`src/rtl/accumulator.sv`:
```
// accumulator: WIDTH-bit load/hold register for the CPU datapath.
// Captures data_in when load_acc is high at a rising clk edge, holds
// otherwise, and provides zero/sign status flags from the stored value.
module accumulator #(
    parameter int unsigned          WIDTH       = 8,
    parameter logic [WIDTH-1:0]     RESET_VALUE = {WIDTH{1'b0}}
) (
    input  logic             clk,
    input  logic             reset,
    input  logic             load_acc,
    input  logic [WIDTH-1:0] data_in,
    output logic [WIDTH-1:0] acc_out,
    output logic             acc_zero,
    output logic             acc_neg
);

    logic [WIDTH-1:0] acc_d;
    logic [WIDTH-1:0] acc_q;

    // Next-value select: data_in only when loading, so data_in never reaches the flops otherwise
    always_comb begin
        acc_d = acc_q;
        if (load_acc) begin
            acc_d = data_in;
        end else begin
            acc_d = acc_q;
        end
    end

    // State register; asynchronous reset always wins over a coincident load
    always_ff @(posedge clk or posedge reset) begin
        if (reset) begin
            acc_q <= RESET_VALUE;
        end else begin
            acc_q <= acc_d;
        end
    end

    // Outputs come straight from the register so flags never see data_in
    assign acc_out  = acc_q;
    assign acc_zero = (acc_q == {WIDTH{1'b0}});
    assign acc_neg  = acc_q[WIDTH-1];

endmodule

```
`config.mk`:
```
export PLATFORM = sky130hd
export DESIGN_NAME = accumulator
export DESIGN_NICKNAME = d
export VERILOG_FILES = /design/src/rtl/accumulator.sv
export SDC_FILE = /design/constraint.sdc
export NUM_CORES = 1
export LEC_CHECK = 0
export CAP_MARGIN = 5
export CORE_AREA = 2 2 39 41
export CTS_CLUSTER_DIAMETER = 40
export DETAILED_ROUTE_END_ITERATION = 7
export DIE_AREA = 0 0 41 43
export PLACE_DENSITY = 0.59
export SKIP_LAST_GASP = 1
export SYNTH_ARGS = -nofsm -noshare
export SYNTH_HDL_FRONTEND = slang
export SYNTH_SLANG_ARGS = --single-unit
```
`constraint.sdc`:
```
create_clock -name clk -period 3.35 [get_ports clk]
set_input_delay 0.8375 -clock clk [delete_from_list [all_inputs] [get_ports clk]]
set_output_delay 0.8375 -clock clk [all_outputs]
set_load 0.05 [all_outputs]
```
# After elaboration in Yosys (flattened, before gate mapping)
# Index checks and enable logic that the tools add are counted.
[totals]
ff_bits = 8
inputBits = 11
word_cells = 2
[op_classes]
n_reduce_logical = 1
[op_table]
columns = ["op", "count"]
rows = [
  ["8-bit logical NOT", 1],
]

# Depth between registers and ports, before layout
# Gate-level depths: netlist of run 1.
[depth]
word_depth = 1
ltp_mapped = 2

# Worst setup path before layout of run 1
# OpenSTA, ideal clock, no wires.
[synth_path]
path_type = "reg-to-output"
startpoint = "register acc_q[5] (netlist: acc_out[5])"
endpoint = "output port acc_zero"
path_buffers = 0
path_slack_ns = 0.721
stages_incl_launch_ff = 3
arrival_ns = 1.791
path_cell_list = "dfrtp_1 or4_1 nor2_1"
[synth_via]
elab_chain_cells = 1
[synth_lines]
columns = ["item", "line_no", "rtl"]
rows = [
  ["start, declared", "18", "logic [WIDTH-1:0] acc_q;"],
  ["start signal, assigned", "33", "acc_q <= RESET_VALUE;"],
  ["start signal, assigned", "35", "acc_q <= acc_d;"],
  ["8-bit logical NOT", "41", "assign acc_zero = (acc_q == {WIDTH{1'b0}});"],
  ["end, declared", "13", "output logic acc_zero,"],
]
# No other way between the ends.

# Final worst setup path of run 1
[layout_path]
startpoint = "register acc_q[1] (netlist: acc_out[1])"
endpoint = "output port acc_zero"
# The elaborated chain is that of the path after synthesis.

==> results of run 1 <==
## logic make-up after synthesis
kind of cell	after synthesis	share of synthesized area
mux	8	0.277
buf+inv	3	0.0500
flops	8	0.615
simple gates	3	0.0577
## final timing paths
check,startpoint,to,depth (start not counted)
max,acc_out[1],acc_zero,3
min,acc_out[4],acc_out[4],1
max reg2reg,acc_out[3],acc_out[3],1
min reg2reg,acc_out[4],acc_out[4],1
max in group asynchronous,reset,acc_out[3],2
min in group asynchronous,reset,acc_out[4],2
## final cells by class
type | instances | area [sq um]
clock buffers | 3 | 22.5
repair buffers | 20 | 200
well taps | 16 | 20.0
fillers | 131 | 828
flip-flops and latches | 8 | 200
multi-input cells | 11 | 109
inverters | 1 | 3.75
## report_power, final
group	switching (uW)	internal, uW
sequential	7.04	107
clock	29.9	40.8
combinational	51.5	37.2
## critical path, cell delays in order, from the launching register on
cell	delay, ns
dfrtp_1	0.39
or4_1	0.54
nor2_1	0.10
clkdlybuf4s50_1	0.80
## metal layers
| layer | part of all wire | routed length [um] | vias up | GRT usage |
|---|---|---|---|---|
| li1 | - | - | 119 | - |
| met1 | 0.39 | 289 | 114 | 0.0987 |
| met2 | 0.45 | 333 | 21 | 0.166 |
| met3 | 0.15 | 111 | 0 | 0.0576 |
| met4 | 0 | 0 | 0 | 0.0600 |
| met5 | 0 | 0 | - | 0 |
## through the flow
step                      utilization  cells  worst slack (ns)  hold WS (ns)
final                           0.401     59             0.430         0.525
after global routing            0.401     59             0.354         0.554
after CTS                       0.401     59             0.411         0.532
after detailed placement        0.385     56             0.711         0.519
after global placement          0.385     56             0.694         0.505
after floorplan                     -     22             0.721         0.653
## cell usage after synthesis
cell type and instances:
dfrtp_1 8, mux2_2 8, or4_1 2, buf_2 1
buf_4 1, inv_1 1, nor2_1 1
==> key figures, run 1 <==
Layout
  • # nets final: 56
  • Ant. Diodes: 0
  • Max reg flops: 8
  • Layout area overhead: 70.8%
  • Share of cells above drive strength 1: 0.256
  • Commonest non-fill, non-tap cell in the layout: clkdlybuf4s50_1
  • Most frequent cells in the layout: clkdlybuf4s50_1 (20), mux2_2 (8), dfrtp_1 (8)
  • Final Cell Area: roughly 560 sq um

Clock network
  • Root buf cell: clkbuf_4
  • CTS Hold Buffers Added: 0
  • Clock transition at path regs: 0.05 ns
  • Post-CTS Setup Inserts: 0
  • Clk Latency, worst-skew pair: 0.25 ns
  • H-tree Lvls: 1
  • CTS tree: yes
  • Clock tree buffer depth: 2
  • CTS resizes: 0
  • Total clock sinks: 8
  • Num CTS Buffers: 3

Floorplan
  • Starting Density: 0.235
  • I/O pins: 21
  • FP Rows: 14
  • Die Y: 43 um
  • Core area: about 0.0014 sq mm
  • Full die area: between 0.0015 and 0.002 sq mm
  • Die width: 41 um

Yosys
  • Sequential share of the synthesized area: 0.615
  • Area leader, netlist: dfrtp_1
  • Yosys reg bits: 8
  • Top cell type's share of synthesized area: 0.615
  • Distinct cells, synth: 7
  • Largest cells by area after synthesis: dfrtp_1 (62%), mux2_2 (28%), or4_1 (4.6%), buf_4 (2.3%), buf_2 (1.5%)
  • Post-synthesis instance area: 325 sq um
  • Post-synthesis cell count: 22
  • Syn nets: 33
  • Mean post-synth cell area: between 10 and 15 sq um
  • Synth warn: 0

Power and ir drop
  • Overall Power: 273 uW
  • Leak: 0.000224 uW
  • VDD IR-drop max: 192 uV
  • Pwr Density: 491 mW/mm^2

Timing
  • Min Clock Period, post-route: slightly below 3 ns
  • Final setup violation count: 0
  • RSZ-0062 raised after global routing: no
  • Setup_tns: 0 ns
  • Slew HR: 0.661
  • Slew at the pin closest to its max-slew limit: between 0.5 and 0.6 ns
  • Skew final: 0 ns
  • Period utilization: 0.872
  • Final Hold Fails: 0
  • Fin. max-slew vios: 0
  • Fmax: 343 MHz

Placed design
  • DP Area: approximately 530 sq um
  • Gp weighted congestion: 0.589
  • Port buffer count: 20

Critical path
  • Crit Path Class: flop to primary output
  • Critical Path Sink Type: primary output
  • Critical Path RT: 2.51 ns
  • CP startpoint kind: flop
  • R2R Setup Slk: around 2.6 ns
  • Crit-path max FO: 3
  • Worst path arrival time: 2.08 ns

Outcome
  • Status: finished, final reports clean

Global routing
  • First-pass GRT wire length: 1150 um
  • Final global-route overflow total: 0
  • GRT Resource Usage Total: 0.104
  • Pin count of the biggest net entering global routing: 9
  • Vias in the first global route: around 290
  • Initial antenna violation count: 0

Routing
  • Via count: 254
  • Final WL: 734 um
  • First DRT Iteration DRCs: 1
  • 1st-pass router iterations: 2
  • Final antenna-violating net count: 0
  • Via-per-instance ratio: 4.31
  • DRC: 0
  • Routed wire per std cell: 12.4 um

Worst hold path
  • Hold Crit Class: flop to flop

Flow run
  • Max Cap Viol: 0
Note: power is estimated with default switching activity, not from simulation.
==> inputs of run 2 (changes only) <==
SETUP_SLACK_MARGIN = 0.3   (was not set)
==> results of run 2 <==
No change in the layout: final DEF, timing and power equal those of run 1.
==> inputs of run 3 (changes only) <==
TNS_END_PERCENT = 100   (was not set)
==> results of run 3 <==
No change in the layout: final DEF, timing and power equal those of run 1.
